==> config.mk <==
export PLATFORM = sky130hd
export DESIGN_NAME = button_conditioner
export DESIGN_NICKNAME = d
export VERILOG_FILES = /design/src/rtl/button_conditioner.sv
export SDC_FILE = /design/constraint.sdc
export NUM_CORES = 1
export LEC_CHECK = 0
export ABC_AREA = 1
export BUFFER_PORTS_ARGS = -buffer_cell sky130_fd_sc_hd__buf_2
export CAP_MARGIN = 0
export CORE_MARGIN = 3
export CORE_UTILIZATION = 62
export CTS_CLUSTER_SIZE = 10
export DETAILED_ROUTE_END_ITERATION = 8
export PLACE_DENSITY_LB_ADDON = 0.1
export REMOVE_ABC_BUFFERS = 1
export SLEW_MARGIN = 5
export SYNTH_ARGS = -nofsm -noshare
export SYNTH_HDL_FRONTEND = slang
export SYNTH_SLANG_ARGS = --single-unit
==> constraint.sdc <==
create_clock -name clk -period 1.7 [get_ports clk]
set_input_delay 0.34 -clock clk [delete_from_list [all_inputs] [get_ports clk]]
set_output_delay 0.34 -clock clk [all_outputs]
set_load 0.005 [all_outputs]
==> src/rtl/button_conditioner.sv <==
// Button front-end: 2-flop sync, debounce and press/release/move strobes per channel.
// Define BTN_AUTOREPEAT_EN to add hold-to-repeat strobes on move_pulse.
module button_conditioner #(
   parameter int N_BTN           = 4,
   parameter int CNT_W           = 20,
   parameter int DEBOUNCE_CYCLES = 500000,
   parameter int RPT_W           = 24,
   parameter int REPEAT_DELAY    = 15000000,
   parameter int REPEAT_PERIOD   = 5000000
) (
   input  logic             clk,
   input  logic             reset,
   input  logic [N_BTN-1:0] btn_n,
   input  logic             enable,
   output logic [N_BTN-1:0] level,
   output logic [N_BTN-1:0] press_pulse,
   output logic [N_BTN-1:0] release_pulse,
   output logic [N_BTN-1:0] move_pulse
);

   localparam logic [CNT_W-1:0] DB_LAST = CNT_W'(DEBOUNCE_CYCLES - 1);

   if (DEBOUNCE_CYCLES < 1 || DEBOUNCE_CYCLES >= (64'd1 << CNT_W) ||
       REPEAT_DELAY < 1 || REPEAT_PERIOD < 1 || RPT_W < 1) begin : g_param_check
      $error("button_conditioner: illegal parameter value");
   end

`ifdef BTN_AUTOREPEAT_EN
   localparam logic [RPT_W-1:0] RD_LAST = RPT_W'(REPEAT_DELAY - 1);
   localparam logic [RPT_W-1:0] RP_LAST = RPT_W'(REPEAT_PERIOD - 1);
   typedef enum logic [1:0] {ST_IDLE, ST_DELAY, ST_REPEAT} rpt_state_t;
`endif

   logic [N_BTN-1:0] r_sync_p0;
   logic [N_BTN-1:0] r_sync_p1;
   logic [N_BTN-1:0] w_s;

   // Stage p0/p1: synchroniser kept in raw active-low polarity, so reset means released
   always_ff @(posedge clk or negedge reset) begin
      if (!reset) begin
         r_sync_p0 <= '1;
         r_sync_p1 <= '1;
      end else begin
         r_sync_p0 <= btn_n;
         r_sync_p1 <= r_sync_p0;
      end
   end

   assign w_s = ~r_sync_p1;

   for (genvar g = 0; g < N_BTN; g++) begin : g_ch
      logic [CNT_W-1:0] r_cnt;
      logic             r_lvl;
      logic             r_prs;
      logic             r_rel;
      logic             r_mov;
      logic             w_accept;
      logic             w_rise;
      logic             w_fall;
      logic             w_rpt;

      assign w_accept = (w_s[g] != r_lvl) && (r_cnt == DB_LAST);
      assign w_rise   = w_accept & w_s[g];
      assign w_fall   = w_accept & ~w_s[g];

      // Stage p2: debounce counter, level and registered strobes
      always_ff @(posedge clk or negedge reset) begin
         if (!reset) begin
            r_cnt <= '0;
            r_lvl <= 1'b0;
            r_prs <= 1'b0;
            r_rel <= 1'b0;
            r_mov <= 1'b0;
         end else begin
            if (w_s[g] == r_lvl) begin
               r_cnt <= '0;
            end else if (w_accept) begin
               r_lvl <= w_s[g];
               r_cnt <= '0;
            end else begin
               r_cnt <= r_cnt + CNT_W'(1);
            end
            r_prs <= w_rise & enable;
            r_rel <= w_fall & enable;
            r_mov <= (w_rise & enable) | w_rpt;
         end
      end

`ifdef BTN_AUTOREPEAT_EN
      rpt_state_t       r_state;
      rpt_state_t       w_state_nxt;
      logic [RPT_W-1:0] r_rcnt;
      logic [RPT_W-1:0] w_rcnt_nxt;

      always_ff @(posedge clk or negedge reset) begin
         if (!reset) begin
            r_state <= ST_IDLE;
            r_rcnt  <= '0;
         end else begin
            r_state <= w_state_nxt;
            r_rcnt  <= w_rcnt_nxt;
         end
      end

      // A release accepted on the same edge as a due repeat suppresses the repeat
      always_comb begin
         w_state_nxt = r_state;
         w_rcnt_nxt  = r_rcnt;
         w_rpt       = 1'b0;
         if (!enable) begin
            w_state_nxt = ST_IDLE;
            w_rcnt_nxt  = '0;
         end else begin
            case (r_state)
               ST_IDLE: begin
                  if (w_rise) begin
                     w_state_nxt = ST_DELAY;
                     w_rcnt_nxt  = '0;
                  end
               end
               ST_DELAY: begin
                  if (!r_lvl || w_fall) begin
                     w_state_nxt = ST_IDLE;
                     w_rcnt_nxt  = '0;
                  end else if (r_rcnt == RD_LAST) begin
                     w_rpt       = 1'b1;
                     w_state_nxt = ST_REPEAT;
                     w_rcnt_nxt  = '0;
                  end else begin
                     w_rcnt_nxt  = r_rcnt + RPT_W'(1);
                  end
               end
               ST_REPEAT: begin
                  if (!r_lvl || w_fall) begin
                     w_state_nxt = ST_IDLE;
                     w_rcnt_nxt  = '0;
                  end else if (r_rcnt == RP_LAST) begin
                     w_rpt       = 1'b1;
                     w_rcnt_nxt  = '0;
                  end else begin
                     w_rcnt_nxt  = r_rcnt + RPT_W'(1);
                  end
               end
               default: begin
                  w_state_nxt = ST_IDLE;
                  w_rcnt_nxt  = '0;
               end
            endcase
         end
      end
`else
      assign w_rpt = 1'b0;
`endif

      assign level[g]         = r_lvl;
      assign press_pulse[g]   = r_prs;
      assign release_pulse[g] = r_rel;
      assign move_pulse[g]    = r_mov;
   end

endmodule

### Word level (Yosys, flattened, before mapping)

Cells that the tools add are included.

* output and inout port bits: 16
* bits of input ports: 7
* register bits: 100
* logic and storage cells: 75

* mux-type cells: 8
* equality and inequality tests: 12
* reduce and logical (&&, ||, !) cells: 8
* bitwise logic cells: 25
* $add $sub $neg: 4

Operator list (count)
* 20-bit two-way mux: 8
* 20-bit by 1-bit adder with 20-bit output, second input constant: 4
* 20-bit by 19-bit equality test with 1-bit output, second input constant: 4
* 1-bit bitwise AND: 16
* 1-bit inverter: 8
* 2-bit AND reduction: 4
* 1-bit equality test: 4
* 1-bit logical AND: 4
* 1-bit != test: 4
* 4-bit inverter: 1

### Depth between registers and ports, before layout

Gate-level depths: netlist of the first run.

* word-level depth: 5
* mapped depth: 10
* mapped depth without buffers: 9

### Least setup slack after synthesis of the first run

No wires, ideal clock.

* path kind: register to register
* from: register g_ch[1].r_cnt[0]
* to: register g_ch[1].r_cnt[18]
* library setup time: 117 ps
* data arrival time: 1192 ps
* cell stages (with the launch flop): 10
* required time: 1583 ps
* path slack: 391 ps
* period minus slack after synthesis: 1309 ps
* buffers on the path: 1
* cells stage by stage: dfrtp_1 -> ha_1 -> nand2_1 -> inv_1 -> nand2_1 -> nor2_1 -> nand3_1 -> buf_6 -> nand2_1 -> nor2_1

* word-level cells in the longest chain between the ends: 4
* elaborated cells on any way between the ends: 5
* classes of those cells: add/sub: 1; eq/ne: 1; mux: 2; reduce/logical: 1

RTL lines
* start: declaration: line 52 `logic [CNT_W-1:0] r_cnt;`
* start signal: assignment: line 81 `r_cnt <= r_cnt + CNT_W'(1);`
* parallel branches: the longest is 2 deep, another holds 20-bit by 1-bit adder with 20-bit output
* 20-bit two-way mux (*): line 77 `end else if (w_accept) begin`
* 20-bit two-way mux (*): line 75 `if (w_s[g] == r_lvl) begin`

Every way passes the cells marked *.
A chain may end at the register's enable or synchronous reset.

### Worst setup path in the final report of the first run

* from: register g_ch[3].r_cnt[0]
* to: register g_ch[3].r_lvl

* word-level cells in the longest chain between the ends: 3

RTL lines
* start: declaration: line 52
* start signal: assignment: line 81
* 20-bit by 19-bit equality test with 1-bit output: line 62 `assign w_accept = (w_s[g] != r_lvl) && (r_cnt == DB_LAST);`
* 1-bit logical AND: line 62
* 2-bit AND reduction (no source line)
* end signal: assignment: line 78 `r_lvl <= w_s[g];`
* end: declaration: line 53 `logic r_lvl;`

No other way between the ends.

==> run_results.csv, run 1 <==
group,metric,value,unit
sta,finClkSkew,0.0165,ns
worst_setup_path,rrSetupSlack,0.14,ns
sta,drv_slew,0,
worst_setup_path,crit_chain,"ha_1 -> nand2_1 -> inv_2 -> nand2_1 -> nor2_1 -> nand3_4 -> o21ai_1 -> inv_1",
worst_setup_path,path_max_fanout,13,
worst_setup_path,crit_start,"g_ch[3].r_cnt[0]",
routing,wl_per_cell,12.5,um
worst_setup_path,cp_common_cell,"nand2_1",
global_route,grtUsageTotal,0.233,
sta,setup-violations-final,0,
place,port_buffers,22,
worst_setup_path,cp.arrival,1.82,ns
routing,firstDrtPassIters,5,
global_route,grt_max_degree,34,
sta,hold_viol_final,0,
floorplan,dieArea,10200,sq um
final_layout,fillCellCount,746,
min_path,hold_path_depth,1,
final_layout,layout.nets,784,
final_layout,final_area,6000,sq um
final_layout,final_common_cell,"nand2_1",
clocking,clock_latency,0.37,ns
floorplan,core,8760,sq um
final_layout,stdcell_count,886,
yosys,synth_edf_count,0,
yosys,ys_seq_area_frac,0.449,
routing,drtIter0Drc,207,
final_layout,diodes,0,
sta,timing.hold.ws,0.0529,ns
min_path,hold_path.startpoint,"btn_n[0]",
worst_setup_path,reg2regPathDepth,8,
floorplan,io_pins,23,
place,hpwl,8.43,mm
yosys,yosysWarnings,0,
worst_setup_path,end_kind,"flip-flop",
worst_setup_path,r2r-start,"g_ch[3].r_cnt[0]",
yosys,synth.distinct_cells,27,
final_layout,mostFrequentLayoutCells,"nand2_1, nor2_1, inv_1",
yosys,yosys.area.top_type_share,0.411,
final_layout,drive_above_1_share,0.143,
floorplan,initial_utilization,0.639,
clocking,clkTransAtPathRegs,0.11,ns
min_path,hp-class,"in -> reg",
clocking,cts_tree,"built",
worst_setup_path,cp_data_required_time,1.96,ns
floorplan,rows,34,
routing,via_per_inst,5.16,
flow_run,maxCapViolations,0,
global_route,grt-ovfl-total,0,
floorplan,fp.dieW,101,um
pwr,p_leak,2.77,nW
place,placedInstanceArea,5760,sq um
sta,fin_crit,1.56,ns
clocking,cts_buffers,9,
yosys,async_flop_share,1.00,
global_route,grt_pass1_wl,19.3,mm
worst_setup_path,r2r_end,"g_ch[3].r_lvl",
routing,drc,0,
sta,tightest_slew,0.488,ns
final_layout,syn2layout_area_growth,7.08,%
worst_setup_path,crit_buf_inv,2,
routing,routed_wl,11.1,mm
outcome,outcome,"complete, no violations",
floorplan,die_h,101,um
place,gp_congestion,0.936,
yosys,netlist_top_cells_area,"dfrtp_1, nand2_1, nor2_1, inv_1, nand3_1",
global_route,grt_pass1_vias,4520,
yosys,synth-main-ff-cell,"dfrtp_1",
yosys,ys_seq_elements,100,
worst_setup_path,path_class,"reg -> reg",
min_path,hold_path_end,"r_sync_p0[0]",
yosys,synth_top_area_cell,"dfrtp_1",
yosys,syn-cell-area,5600,sq um
clocking,root_buffer,"clkbuf_8",
sta,period_share,0.920,
clocking,cts_sinks,100,
pwr,power.density,685,nW/um^2
clocking,htree_levels,3,
sta,relSlewSlack,0.675,
pwr,ir_worst_vdd,0.469,mV
sta,fmax,0.640,GHz
worst_setup_path,cp_top_family,"simple AND/OR/NAND/NOR gates",
place,dpl.cell_count,867,
routing,antenna_left,0,
worst_setup_path,worstSetupStartpointType,"flip-flop",
global_route,antenna_found_initial,0,
worst_setup_path,critPathMaxStageDelay,0.41,ns
yosys,syn_avg_cell_area,7.45,sq um
clocking,clock_path_buffers,2,
yosys,synthCells,752,
worst_setup_path,crit_slowest_cell,"dfrtp_1",
routing,route.vias.total,4572,
-- cell usage after synthesis (11+ instances only) --
cell	instances
nor2_2	19
xor2_1	16
nor2_1	165
dfrtp_1	92
xnor2_1	16
nor3_1	11
buf_4	16
nand3_1	58
inv_1	94
nand4_1	12
nand2_1	173
nand2_2	11
-- metrics by stage --
step	TNS, ns	power (mW)	util	setup slack [ns]
5_1_grt	-0.0240	4.28	0.684	-0.0169
4_1_cts	0	4.14	0.681	0.0185
3_5_place_dp	0	2.67	0.657	0.0543
2_1_floorplan	0	2.56	-	0.0971
6_report	0	4.11	0.684	0.136
3_3_place_gp	0	2.66	0.657	0.165
-- cells by family after synthesis --
family,synth area share
buf+inv,0.101
xor+xnor,0.0501
simple gates,0.374
flops,0.449
fa+ha+maj,0.00894
compound gates,0.0170
-- sequential cells by signal, indices dropped and copies added, names as in the netlist --
| signal | count |
|---|---|
| g_ch.r_mov | 4 |
| r_sync_p1 | 4 |
| g_ch.r_cnt | 80 |
| r_sync_p0 | 4 |
| g_ch.r_rel | 4 |
| g_ch.r_lvl | 4 |
-- report_power, final --
group | total [mW] | internal [mW] | switching [mW]
registers | 2.44 | 2.42 | 0.0240
clock network | 1.48 | 0.571 | 0.906
logic | 0.190 | 0.0593 | 0.130
total | 4.11 | 3.05 | 1.06
-- timing repair --
action / CTS / global route
buffers inserted: 0 / 2
resized for setup: 0 / 4
endpoints found under the hold margin: 26 / 0
hold buffers: 1 / 0
endpoints found under the setup margin: 0 / 14
-- area by class of cell --
class	count	area [sq um]	area share
inverter	102	383	0.0639
sequential	100	2510	0.419
timing repair buffer	35	238	0.0396
tap	108	135	0.0225
multi-input combinational	525	2530	0.423
clock inverter	7	70.1	0.0117
clock buffer	9	124	0.0207
-- metal layers --
layer / global-route usage / vias up / part of all wire
li1: - / 2325 / -
met1: 0.291 / 2140 / 0.45
met2: 0.403 / 90 / 0.50
met3: 0.0519 / 17 / 0.040
met4: 0.0746 / 0 / 0.015
met5: 0 / - / 0
-- how the worst max path moves through the flow --
| stage | endpoint | slack, ns | depth (start not counted) |
|---|---|---|---|
| after floorplan | g_ch[1].r_lvl | 0.1 | 7 |
| after global placement | g_ch[0].r_lvl | 0.17 | 8 |
| after detailed placement | g_ch[3].r_lvl | 0.05 | 8 |
| after CTS | g_ch[3].r_lvl | 0.02 | 8 |
| after global routing | g_ch[3].r_lvl | -0.02 | 8 |
| final | g_ch[3].r_lvl | 0.14 | 8 |
Note: power is estimated with default switching activity, not from simulation.
==> run 2: changes to the inputs <==
- CELL_PAD_IN_SITES_DETAIL_PLACEMENT: not set -> 1
- CELL_PAD_IN_SITES_GLOBAL_PLACEMENT: not set -> 1
- CORE_UTILIZATION: 62 -> 46
==> run 2 against run 1 <==
  * Critical path type unchanged
  * Total power is 21% higher
  * Critical path depth is 1 lower
  * Clock-buffer cell count grew 2
  * Maximum frequency grew 0.97%
  * Critical endpoint is now g_ch[2].r_cnt[13]
  * Register-to-register slack better by 0.02 ns
  * Flip-flop and latch count is the same
  * Highest routed layer unchanged
==> run_results.csv, run 2 (synthesis gave the netlist of run 1 again) <==
group,metric,value,unit
sta,grt_setup_unrepaired,"no",
final_layout,regArea,2510,sq um
final_layout,stdcell_count,927,
worst_setup_path,path_max_fanout,11,
routing,wl_per_cell,15.4,um
worst_setup_path,cp_data_required_time,1.97,ns
sta,hold_viol_final,0,
final_layout,final_common_cell,"nand2_1",
worst_setup_path,critPathMaxStageDelay,0.55,ns
sta,setup_tns,0,ns
min_path,hp-class,"in -> reg",
final_layout,multiInputGateArea,2550,sq um
sta,relSlewSlack,0.691,
sta,setup-violations-final,0,
routing,routed_wl,14.3,mm
worst_setup_path,worstSetupStartpointType,"flip-flop",
floorplan,fp.dieW,116,um
final_layout,layout.nets,790,
routing,via_per_inst,5.06,
floorplan,initial_utilization,0.480,
global_route,grtUsageTotal,0.235,
sta,period_share,0.911,
final_layout,regMostFlops,"g_ch.r_cnt",
sta,fmax,0.646,GHz
global_route,grt_max_degree,58,
place,dpl.cell_count,908,
worst_setup_path,cp_common_cell,"nand2_1",
final_layout,syn2layout_area_growth,11.5,%
sta,finClkSkew,0.00792,ns
clocking,cts_sinks,100,
worst_setup_path,end_kind,"flip-flop",
flow_run,maxCapViolations,0,
routing,route.vias.total,4689,
place,port_buffers,22,
worst_setup_path,cp_top_family,"flip-flops",
final_layout,drive_above_1_share,0.156,
final_layout,mostFrequentLayoutCells,"nand2_1, nor2_1, inv_1",
sta,fin_crit,1.55,ns
worst_setup_path,crit_slowest_cell,"dfstp_2",
global_route,grt_pass1_wl,25.1,mm
sta,tightest_slew,0.462,ns
clocking,clock_path_buffers,2,
worst_setup_path,crit_buf_inv,3,
floorplan,die_h,116,um
floorplan,dieArea,13500,sq um
place,hpwl,10.9,mm
routing,firstDrtPassIters,6,
outcome,outcome,"complete, no violations",
clocking,cts_tree,"built",
clocking,cts_buffers,9,
final_layout,largest_reg_flops,80,
clocking,clock_latency,0.35,ns
clocking,clkTransAtPathRegs,0.07,ns
routing,antenna_left,0,
final_layout,diodes,0,
worst_setup_path,path_class,"reg -> reg",
floorplan,core,11700,sq um
floorplan,io_pins,23,
clocking,htree_levels,3,
final_layout,fillCellCount,1521,
routing,drc,0,
pwr,power.density,793,nW/um^2
floorplan,rows,39,
global_route,antenna_found_initial,0,
place,gp_congestion,0.834,
global_route,grt_pass1_vias,5222,
worst_setup_path,cp.arrival,1.82,ns
pwr,ir_worst_vdd,0.531,mV
global_route,grt-ovfl-total,0,
worst_setup_path,crit_chain,"inv_1 -> nand2_1 -> nand2_1 -> buf_4 -> inv_1 -> nand2_1 -> a21oi_1",
clocking,root_buffer,"clkbuf_16",
pwr,p_leak,2.87,nW
sta,drv_slew,0,
routing,drtIter0Drc,275,
==> run 2: changes by cell type in the layout (fill, tap and decap cells not counted), moves of 2 or more <==
cell / delta
clkbuf_1: +2
nand3_1: -2
nor2_2: +3
inv_6: -2
bufinv_16: +3
clkbuf_8: -9
clkinv_2: +2
clkinv_4: -2
buf_4: +6
nand3_2: +2
clkbuf_16: +9
nor2_1: -3
==> run 2: metrics by stage <==
step	total power, mW	hold WS, ns	util	worst slack (ns)	instance area [sq um]
5_1_grt	5.17	0.0636	0.535	0.000192	6240
2_1_floorplan	2.56	0.0444	-	0.0971	5410
3_5_place_dp	2.68	0.163	0.502	0.0420	5850
6_report	4.95	0.0827	0.535	0.151	6240
3_3_place_gp	2.67	0.161	0.502	0.133	5850
4_1_cts	5.02	0.0701	0.531	0.0263	6190
==> run 2: area by class of cell <==
cell class              count  share of cell area
repair buffers             41              0.0453
well taps                 143              0.0287
clock inverters             5              0.0160
inverters                 102              0.0613
clock buffers              11              0.0373
flip-flops and latches    100               0.402
multi-input cells         525               0.409
==> run 2: layer usage <==
layer  global-route usage  routed length (um)  up-vias
met5                    0                   0        -
met1                0.301                6430     2283
met4               0.0619                 215        0
met2                0.403                7210       58
met3               0.0518                 429       16
li1                     -                   -     2332
==> run 2: final timing paths <==
check,slack (ns),cells past startpoint,to,start
max,0.15,7,g_ch[2].r_cnt[13],r_sync_p1[2]
min,0.08,1,r_sync_p0[2],btn_n[2]
max reg2reg,0.15,7,g_ch[2].r_cnt[13],r_sync_p1[2]
min reg2reg,0.35,0,r_sync_p1[1],r_sync_p0[1]
max in group asynchronous,0.79,3,r_sync_p1[3],reset
min in group asynchronous,0.34,2,g_ch[2].r_cnt[18],reset
==> run 2: what timing repair did <==
item | 4_1_cts | 5_1_grt
hold endpoints to repair | 3 | 0
resized for setup | 0 | 12
hold buffers | 1 | 0
endpoints found under the setup margin | 0 | 35
setup buffers | 0 | 2
==> run 2: where the power goes <==
part / total (mW) / internal [mW] / switching, mW
combinational: 0.187 / 0.0557 / 0.131
sequential: 2.44 / 2.42 / 0.0259
clock: 2.32 / 1.44 / 0.884
total: 4.95 / 3.91 / 1.04
==> run 3: changes to the inputs <==
- ABC_AREA: 1 -> not set
- CORE_UTILIZATION: 46 -> 50
- CTS_BUF_LIST: not set -> sky130_fd_sc_hd__clkbuf_8
- SLEW_MARGIN: 5 -> not set
==> run 3 against run 2 <==
  * The flow now finishes with violations (hold timing, setup timing)
  * Combinational power grew 110%
  * Synthesized cell count shrank 36%
  * Area after synthesis decreased by 14%
  * Die area shrank 20%
  * Sequential share of layout area fell by 4.3 points
  * Clock-buffer cell count shrank 2
  * Sequential power about the same
  * Utilization increased by 21 points
  * Via count up 4.5%
  * Critical endpoint is now g_ch[2].r_cnt[18]
  * Largest power group unchanged
==> run_results.csv, run 3 <==
group,metric,value,unit
global_route,grt_max_degree,101,
final_layout,mostFrequentLayoutCells,"buf_4, dfrtp_1, xnor2_1",
pwr,power.internal,3.28,mW
floorplan,initial_utilization,0.518,
final_layout,regMostFlops,"g_ch.r_cnt",
yosys,yosysWarnings,0,
final_layout,largest_reg_flops,80,
routing,drc,0,
floorplan,dieArea,10900,sq um
sta,fmax,0.482,GHz
yosys,synthCells,483,
routing,wl_per_cell,30.1,um
clocking,clock_path_buffers,2,
sta,tightest_slew,0.748,ns
routing,antenna_left,0,
routing,via_per_inst,6.58,
final_layout,drive_above_1_share,0.484,
sta,drv_slew,0,
sta,relSlewSlack,0.501,
worst_setup_path,path_max_fanout,7,
routing,firstDrtPassIters,6,
place,dpl.cell_count,696,
routing,route.vias.total,4901,
worst_setup_path,cp_data_required_time,1.96,ns
sta,setup_tns,-18.74,ns
floorplan,rows,35,
yosys,synth.distinct_cells,38,
yosys,synth_top_area_cell,"dfrtp_1",
yosys,yosys.area.top_type_share,0.477,
place,dp_slack,-0.255,ns
clocking,cts_tree,"built",
yosys,yosysMostFrequentCell,"dfrtp_1",
floorplan,core,9330,sq um
pwr,p_sw,1.28,mW
worst_setup_path,end_kind,"flip-flop",
clocking,htree_levels,3,
global_route,grt-ovfl-total,0,
final_layout,fillCellCount,914,
final_layout,final_core_util,0.749,
yosys,syn_avg_cell_area,10.0,sq um
worst_setup_path,worstSetupStartpointType,"flip-flop",
clocking,cts_sinks,100,
sta,period_share,1.22,
final_layout,final_common_cell,"buf_4",
pwr,power.density,652,nW/um^2
worst_setup_path,cp.arrival,2.33,ns
pwr,ir_worst_vdd,1.11,mV
pwr,power_frac_comb,0.086,
place,port_buffers,22,
final_layout,diodes,0,
final_layout,layout.nets,622,
outcome,violations,"hold timing, setup timing",
flow_run,maxCapViolations,0,
outcome,outcome,"finished with violations",
floorplan,fp.dieW,104,um
pwr,p_leak,2.83,nW
yosys,netlist_top_cells_area,"dfrtp_1, xnor2_1, nor2_1, dfstp_2, xor2_1",
place,hpwl,9.16,mm
global_route,grtUsageTotal,0.304,
yosys,ys_seq_elements,100,
global_route,grt_pass1_wl,26.2,mm
global_route,grt_pass1_vias,4823,
clocking,clock_latency,0.41,ns
sta,finClkSkew,0.0337,ns
worst_setup_path,path_class,"reg -> reg",
routing,drtIter0Drc,382,
clocking,clkTransAtPathRegs,0.14,ns
clocking,root_buffer,"clkbuf_8",
yosys,ys_seq_area_frac,0.520,
floorplan,die_h,104,um
pwr,power_frac_clock,0.374,
yosys,synth-main-ff-cell,"dfrtp_1",
yosys,synthTopCellsByCount,"dfrtp_1, nor2_1, xnor2_1, nand3_1, nand2_1",
sta,setup-violations-final,84,
yosys,async_flop_share,1.00,
yosys,syn-cell-area,4830,sq um
yosys,synth_edf_count,0,
sta,hold_viol_final,3,
sta,timing.final.ws_setup,-0.374,ns
pwr,p_seq_frac,0.540,
floorplan,io_pins,23,
clocking,cts_buffers,9,
sta,fin_crit,2.07,ns
final_layout,syn2layout_area_growth,44.7,%
routing,routed_wl,22.4,mm
sta,grt_setup_unrepaired,"yes",
final_layout,stdcell_count,745,
final_layout,multiInputGateArea,2860,sq um
place,gp_congestion,0.823,
sta,timing.hold.ws,-0.00262,ns
final_layout,regArea,2510,sq um
global_route,antenna_found_initial,0,
pwr,swShare,0.281,
min_path,hp-class,"in -> async",
## run 3: cell types whose count changed after synthesis, moves of 11 or more
cell / previous run / this run
a21oi_1: 6 / 22
inv_1: 94 / 21
nand2_1: 173 / 25
nand2_2: 11 / 0
nand3_1: 58 / 27
nor2_1: 165 / 68
nor2_2: 19 / 0
nor4_1: 0 / 13
o31ai_1: 0 / 11
or3_1: 0 / 14
or4_1: 0 / 15
xnor2_1: 16 / 35
## run 3: cell type report
class / count / area share
multi-input cells: 337 / 0.409
flip-flops and latches: 100 / 0.360
repair buffers: 142 / 0.168
well taps: 129 / 0.0231
clock buffers: 9 / 0.0177
clock inverters: 7 / 0.0115
inverters: 21 / 0.0113
## run 3: through the flow
stage	power, mW	cell area [sq um]
after detailed placement	2.73	5620
after global routing	4.66	6990
final	4.56	6990
after CTS	4.36	6130
after global placement	2.70	5620
after floorplan	2.56	4660
## run 3: path summary, 6_finish.rpt
kind                       cells past startpoint               from  slack [ns]                 to
max                                            5  g_ch[2].r_cnt[10]       -0.37  g_ch[2].r_cnt[18]
min                                            2              reset      -0.003      g_ch[3].r_rel
max reg2reg                                    5  g_ch[2].r_cnt[10]       -0.37  g_ch[2].r_cnt[18]
min reg2reg                                    0       r_sync_p0[2]        0.38       r_sync_p1[2]
max in group asynchronous                      2              reset        1.27       r_sync_p1[2]
min in group clk                               1           btn_n[0]        0.01       r_sync_p0[0]
## run 3: critical path, stage by stage, from the launching register on
cell and delay, ns:
dfrtp_1 0.42, or4bb_1 0.57, or3_4 0.44, o21bai_4 0.24, clkbuf_16 0.22, a21oi_2 0.05
## run 3: cells by family after synthesis
| logic type | share of synthesized area |
|---|---|
| compound gates | 0.0725 |
| buf+inv | 0.0510 |
| flops | 0.520 |
| mux | 0.00207 |
| xor+xnor | 0.0979 |
| fa+ha+maj | 0.0104 |
| simple gates | 0.246 |
## run 3: routing by layer
layer / part of all wire / GRT usage / vias up
li1: - / - / 1953
met1: 0.37 / 0.355 / 2513
met2: 0.50 / 0.564 / 313
met3: 0.067 / 0.0490 / 122
met4: 0.066 / 0.0988 / 0
met5: 0 / 0 / -
## run 3: power groups by stage
stage / Sequential (mW) / Combinational [mW] / Clock, mW
detailed placement: 2.49 / 0.234 / 0
global route: 2.46 / 0.406 / 1.79
finish: 2.46 / 0.391 / 1.71
global placement: 2.49 / 0.215 / 0
floorplan: 2.49 / 0.0686 / 0
CTS: 2.45 / 0.265 / 1.65
## run 3: what timing repair did
action | in CTS | in global routing
pin swaps | 20 | 63
buffers inserted | 11 | 17
setup endpoints to repair | 82 | 82
hold buffers | 0 | 0
gates cloned | 2 | 3
gates resized for setup | 48 | 172
